## src/rtl/kolibri_io_pkg.sv

```systemverilog
// rtl/kolibri_io_pkg.sv - Kolibri $FExx I/O register map, SPI status bits and engine state encoding
package kolibri_io_pkg;

    localparam logic [7:0] ADDR_SPI_DATA = 8'h32;
    localparam logic [7:0] ADDR_SPI_CTRL = 8'h33;

    localparam int STAT_BUSY = 7;
    localparam int STAT_DONE = 6;
    localparam int STAT_OVR  = 5;
    localparam int CTRL_FAST = 0;

    typedef enum logic [1:0] {
        ST_IDLE = 2'd0,
        ST_LOW  = 2'd1,
        ST_HIGH = 2'd2
    } spi_state_e;

endpackage

```

## src/rtl/spi_halfper_cnt.sv

```systemverilog
// rtl/spi_halfper_cnt.sv - SCLK half-period down-counter with single-cycle expiry pulse
module spi_halfper_cnt #(
    parameter int DIV_SLOW = 60,
    parameter int DIV_FAST = 2
) (
    input  logic i_clk,
    input  logic i_rst,
    input  logic i_fast,
    input  logic i_restart,
    input  logic i_en,
    output logic o_expire
);

    localparam int CW = $clog2(DIV_SLOW + 1);
    localparam logic [CW-1:0] LD_SLOW = CW'(DIV_SLOW - 1);
    localparam logic [CW-1:0] LD_FAST = CW'(DIV_FAST - 1);

    logic [CW-1:0] r_cnt;
    logic [CW-1:0] w_load;

    assign w_load = i_fast ? LD_FAST : LD_SLOW;

    // Expiry is the last cycle of a half-period; the counter auto-reloads so
    // consecutive half-periods run back to back without a gap cycle.
    assign o_expire = i_en && !i_restart && (r_cnt == '0);

    // Load on restart, then count down and reload on expiry while enabled
    always_ff @(posedge i_clk or posedge i_rst) begin
        if (i_rst) begin
            r_cnt <= '0;
        end else if (i_restart) begin
            r_cnt <= w_load;
        end else if (i_en) begin
            if (r_cnt == '0) begin
                r_cnt <= w_load;
            end else begin
                r_cnt <= r_cnt - 1'b1;
            end
        end
    end

endmodule

```

## src/rtl/spi_byte_engine.sv

```systemverilog
// rtl/spi_byte_engine.sv - SPI mode-0 byte shifter behind the $FE32/$FE33 registers
module spi_byte_engine
    import kolibri_io_pkg::*;
#(
    parameter int DIV_SLOW = 60,
    parameter int DIV_FAST = 2
) (
    input  logic       MHZ48,
    input  logic       RES,
    input  logic       WE,
    input  logic       RE,
    input  logic       REG,
    input  logic [7:0] DI,
    output logic [7:0] DO,
    output logic       SCLK,
    output logic       MOSI,
    input  logic       MISO,
    output logic       BUSY
);

    spi_state_e r_state;
    spi_state_e w_state_nxt;

    // r_sr holds the untransmitted bits in its upper end and the received bits
    // in its lower end; bit 7 of the written byte goes straight to MOSI.
    logic [6:0] r_sr;
    logic [7:0] r_rx;
    logic [2:0] r_bit;
    logic       r_sclk;
    logic       r_mosi;
    logic       r_done;
    logic       r_ovr;
    logic       r_fast;
    logic       r_div_fast;

    logic       w_data_wr;
    logic       w_ctrl_wr;
    logic       w_data_rd;
    logic       w_start;
    logic       w_expire;
    logic       w_last;
    logic       w_finish;
    logic       w_fast_sel;
    logic [7:0] w_stat;

    assign w_data_wr  = WE && !REG;
    assign w_ctrl_wr  = WE && REG;
    assign w_data_rd  = RE && !REG;
    assign w_start    = w_data_wr && (r_state == ST_IDLE);
    assign w_last     = (r_bit == 3'd7);
    assign w_finish   = (r_state == ST_HIGH) && w_expire && w_last;
    // The divider for the first half-period must see the FAST value being latched now
    assign w_fast_sel = w_start ? r_fast : r_div_fast;

    assign BUSY = (r_state != ST_IDLE);
    assign SCLK = r_sclk;
    assign MOSI = r_mosi;

    spi_halfper_cnt #(
        .DIV_SLOW (DIV_SLOW),
        .DIV_FAST (DIV_FAST)
    ) u_halfper (
        .i_clk     (MHZ48),
        .i_rst     (RES),
        .i_fast    (w_fast_sel),
        .i_restart (w_start),
        .i_en      (BUSY),
        .o_expire  (w_expire)
    );

    // State register
    always_ff @(posedge MHZ48 or posedge RES) begin
        if (RES) begin
            r_state <= ST_IDLE;
        end else begin
            r_state <= w_state_nxt;
        end
    end

    // Next-state: IDLE -> LOW on accepted write, LOW <-> HIGH on each expiry, HIGH -> IDLE after bit 0
    always_comb begin
        w_state_nxt = r_state;
        case (r_state)
            ST_IDLE: if (w_start)  w_state_nxt = ST_LOW;
            ST_LOW:  if (w_expire) w_state_nxt = ST_HIGH;
            ST_HIGH: if (w_expire) w_state_nxt = w_last ? ST_IDLE : ST_LOW;
            default: w_state_nxt = ST_IDLE;
        endcase
    end

    // Shift datapath, SCLK/MOSI pins, RX buffer and divider latch
    always_ff @(posedge MHZ48 or posedge RES) begin
        if (RES) begin
            r_sr       <= '0;
            r_rx       <= 8'h00;
            r_bit      <= 3'd0;
            r_sclk     <= 1'b0;
            r_mosi     <= 1'b1;
            r_div_fast <= 1'b0;
        end else begin
            case (r_state)
                ST_IDLE: begin
                    if (w_start) begin
                        r_sr       <= DI[6:0];
                        r_div_fast <= r_fast;
                        r_mosi     <= DI[7];
                        r_sclk     <= 1'b0;
                        r_bit      <= 3'd0;
                    end
                end
                ST_LOW: begin
                    if (w_expire) begin
                        r_sclk <= 1'b1;
                    end
                end
                ST_HIGH: begin
                    if (w_expire) begin
                        r_sr   <= {r_sr[5:0], MISO};
                        r_sclk <= 1'b0;
                        r_bit  <= r_bit + 3'd1;
                        if (w_last) begin
                            r_rx   <= {r_sr, MISO};
                            r_mosi <= 1'b1;
                        end else begin
                            r_mosi <= r_sr[6];
                        end
                    end
                end
                default: begin
                    r_sclk <= 1'b0;
                    r_mosi <= 1'b1;
                end
            endcase
        end
    end

    // Control and sticky flags; a set in the same cycle as a clearing read wins
    always_ff @(posedge MHZ48 or posedge RES) begin
        if (RES) begin
            r_fast <= 1'b0;
            r_done <= 1'b0;
            r_ovr  <= 1'b0;
        end else begin
            if (w_ctrl_wr) begin
                r_fast <= DI[CTRL_FAST];
            end
            if (w_finish) begin
                r_done <= 1'b1;
            end else if (w_data_rd) begin
                r_done <= 1'b0;
            end
            if (w_data_wr && BUSY) begin
                r_ovr <= 1'b1;
            end else if (w_data_rd) begin
                r_ovr <= 1'b0;
            end
        end
    end

    // Read mux: registers are pre-update, so a read in a write cycle sees old values
    always_comb begin
        w_stat            = 8'h00;
        w_stat[STAT_BUSY] = BUSY;
        w_stat[STAT_DONE] = r_done;
        w_stat[STAT_OVR]  = r_ovr;
        w_stat[CTRL_FAST] = r_fast;
        DO                = REG ? w_stat : r_rx;
    end

endmodule

```

## config.mk

```make
export PLATFORM = sky130hd
export DESIGN_NAME = spi_byte_engine
export DESIGN_NICKNAME = d
export VERILOG_FILES = /design/src/rtl/kolibri_io_pkg.sv /design/src/rtl/spi_halfper_cnt.sv /design/src/rtl/spi_byte_engine.sv
export SDC_FILE = /design/constraint.sdc
export NUM_CORES = 1
export LEC_CHECK = 0
export ABC_AREA = 1
export CAP_MARGIN = 10
export CELL_PAD_IN_SITES_DETAIL_PLACEMENT = 2
export CELL_PAD_IN_SITES_GLOBAL_PLACEMENT = 2
export CORE_ASPECT_RATIO = 0.7
export CORE_UTILIZATION = 30
export CTS_CLUSTER_DIAMETER = 30
export DETAILED_ROUTE_END_ITERATION = 10
export PLACE_DENSITY = 0.78
export SLEW_MARGIN = 10
export SYNTH_ARGS = -nofsm -noshare
export SYNTH_HDL_FRONTEND = slang
export SYNTH_HIERARCHICAL = 1
export SYNTH_SLANG_ARGS = --single-unit
```

## constraint.sdc

```tcl
create_clock -name MHZ48 -period 2.03 [get_ports MHZ48]
set_input_delay 0.406 -clock MHZ48 [delete_from_list [all_inputs] [get_ports MHZ48]]
set_output_delay 0.406 -clock MHZ48 [all_outputs]
set_load 0.005 [all_outputs]
```

==> impl_metrics.yaml <==
placed_design:
  gp_congestion: 0.794
  dpl.hpwl_mm: 4.05
  pre_cts_ws_ns: -0.179
  port_buffers: 24
  placed_cells: 327
setup_path:
  cp_num_cells: 6
  r2r-start: "SCLK"
  critPathArrivalTime_ns: 1.53
  cp_max_fo: 5
  required_ns: 1.62
  worst-path-buf-inv: 4
  worst_path_largest_cell_delay_ns: 0.49
  cp_common_cell: "nand2_1"
  path_cells: "dlygate4sd2_1 > inv_2 > buf_4 > nand2_1 > nand2_1 > clkdlybuf4s50_1"
  endpoint: "DO[5]"
  reg2reg_slack_ns: 0.23
  rr_worst_depth: 11
  worst_setup_path_end_kind: "output port"
  crit_slowest_cell: "clkdlybuf4s50_1"
  startpoint: "REG"
  crit_type: "input port to output port"
  cp-start-kind: "input port"
  worstReg2RegEnd: "u_halfper/r_cnt[4]"
  path_delay_family: "buffers and inverters"
finish:
  nets: 282
  final_core_util_pct: 41.0
  n_antenna_cell: 0
  final_cells: 335
  syn_to_final_growth_pct: 30.0
  regArea_um2: 779
  nFillCells: 617
  multi_input_area_um2: 753
  drive_above_1_share_pct: 16.3
detailed_routing:
  vias: 1591
  wl_per_cell_um: 15.6
  drtIter0Drc: 28
  first_pass_iters: 4
  via_per_inst: 4.75
  drc: 0
  drt_wl_total_mm: 5.24
  postRouteAntennaNets: 0
grt:
  grt_pass1_wl_mm: 8.98
  grt_max_degree: 26
  grt_use_total_pct: 20.4
  overflow: 0
  grt_pass1_vias: 1747
  grt_antenna_before_repair: 0
die:
  ioPinCount: 25
  start_util_pct: 31.6
  die_h_um: 64.5
  die_x_um: 91.4
  std_cell_rows: 22
  fp.coreArea_mm2: 0.00531
  dieArea_mm2: 0.00590
yosys:
  async_reset_ff_share_pct: 100
  syn_inst: 222
  yosys-top-cells-area: "dfrtp_1 45%, nand2_1 15%, o21ai_0 7.2%, inv_1 6.0%, nor2_1 4.3%"
  synth_top_cell_by_area: "dfrtp_1"
  synth_common_cells: "67 x nand2_1, 30 x dfrtp_1, 27 x inv_1"
  yosysMostFrequentCell: "nand2_1"
  synth_warnings: 6
  synth_enable_flop_cells: 0
  avgSynthCellArea_um2: 7.55
  ys_ff_latch: 31
  ys_seq_area_share_pct: 46.3
  ys_types: 27
  syn_area_mm2: 0.00168
  synth_top_area_share_pct: 44.8
  synth_ff_type: "dfrtp_1"
  syn_nets: 241
clock_network:
  cts_buffers: 5
  cts_root_buf: "clkbuf_8"
  clk_pin_slew_ns: 0.06
  cts_tree: "done"
  htree_levels: 2
  clock-sinks: 31
  clockBufferDepth: 2
  postCtsHoldBufs: 0
  clk_latency_ns: 0.28
timing:
  relSlewSlack_pct: 77.8
  tightest_slew_ns: 0.333
  finalMaxSlewViolations: 0
  finalCritPeriodShare_pct: 95.2
  final-hold-violation-count: 0
  finClkSkew_ns: 0.00285
  rsz0062_at_grt: "false"
  setup_violations: 0
  min_period_ns: 1.93
  max_clock_freq_mhz: 517
  worst_hold_slack_ns: 0.390
  fin_tns_setup_ns: 0
  setup_slack_ns: 0.0966
pwr:
  p_leak_nw: 1.08
  powerDensity_mw_per_mm2: 1100
  ir_worst_vdd_mv: 0.342
run_status:
  status: "complete, no violations"
flow_run:
  maxCapViolations: 0
min_path:
  hold_path_class: "input port to async pin"
## sequential cells by signal (all words and copies together) (netlist names)
signal	flops
MOSI	1
SCLK	1
r_bit	3
r_div_fast	1
r_done	1
r_fast	1
r_ovr	1
r_rx	8
r_sr	7
r_state	1
u_halfper/r_cnt	6
## cell usage in the layout (no fill, tap or decap)
cell type	count
dfrtp_1	28
nand2_2	5
clkinv_2	1
o21ai_1	9
o22ai_1	1
o21ai_0	23
nor2_1	18
nand3b_1	2
xnor2_1	1
mux2i_1	1
buf_6	1
nor2_2	4
nand4_1	2
nand3_1	10
clkbuf_8	6
nand3_2	1
buf_4	12
dfstp_2	1
dlygate4sd2_1	1
a21oi_2	1
clkdlybuf4s50_1	23
nand2_1	66
a21oi_1	3
clkinv_1	1
inv_1	26
ha_1	5
nor2_4	1
inv_2	6
nand2_4	1
buf_2	1
dfrtp_2	2
## power by group
group | switching (mW) | total (mW) | internal (mW) | leakage [nW]
Sequential | 0.138 | 0.936 | 0.799 | 0.394
Clock | 0.222 | 0.488 | 0.266 | 0.0470
Combinational | 0.582 | 0.963 | 0.381 | 0.639
Total | 0.941 | 2.39 | 1.45 | 1.08
## how the worst min path moves through the flow
| stage | cells past startpoint | from | endpoint | slack (ns) |
|---|---|---|---|---|
| floorplan | 1 | RES | u_halfper/r_cnt[0] | 0.20 |
| global placement | 2 | MOSI | MOSI | 0.46 |
| detailed placement | 2 | MOSI | MOSI | 0.47 |
| CTS | 2 | RES | u_halfper/r_cnt[5] | 0.41 |
| global route | 2 | RES | u_halfper/r_cnt[5] | 0.44 |
| finish | 2 | RES | u_halfper/r_cnt[5] | 0.39 |
## kinds of logic after synthesis
family,count (synthesis),synth area share [%]
mux,1,0.597
simple gates,110,28.4
buf+inv,37,9.03
fa+ha+maj,5,3.73
xor+xnor,1,0.522
compound gates,37,11.3
flops,31,46.3
## layer usage
layer	part of all wire (%)	up-vias	routed length [um]	track usage, %
met4	1.4	0	73	6.35
met2	47	22	2460	34.0
li1	-	773	-	-
met3	2.8	6	149	4.34
met5	0	-	0	0
met1	49	790	2560	26.6
## cell type report
type / count / area share [%]
Tap cell: 72 / 4.13
Multi-Input combinational cell: 154 / 34.6
Timing Repair Buffer: 38 / 15.8
Clock buffer: 6 / 3.79
Inverter: 33 / 5.68
Sequential cell: 31 / 35.8
Clock inverter: 1 / 0.230
## timing repair
action                                  in CTS  in global routing
endpoints found under the setup margin       8                 19
gates cloned                                 1                  0
resized for setup                            4                  4
setup buffers                                0                  0
pin swaps                                    0                  0
## stage by stage
step	total power, mW	cell area, um^2
floorplan	1.50	1680
global placement	1.83	2080
detailed placement	1.90	2080
CTS	2.41	2170
global route	2.60	2180
finish	2.39	2180
No activity file was read; power rests on OpenSTA's default activity.
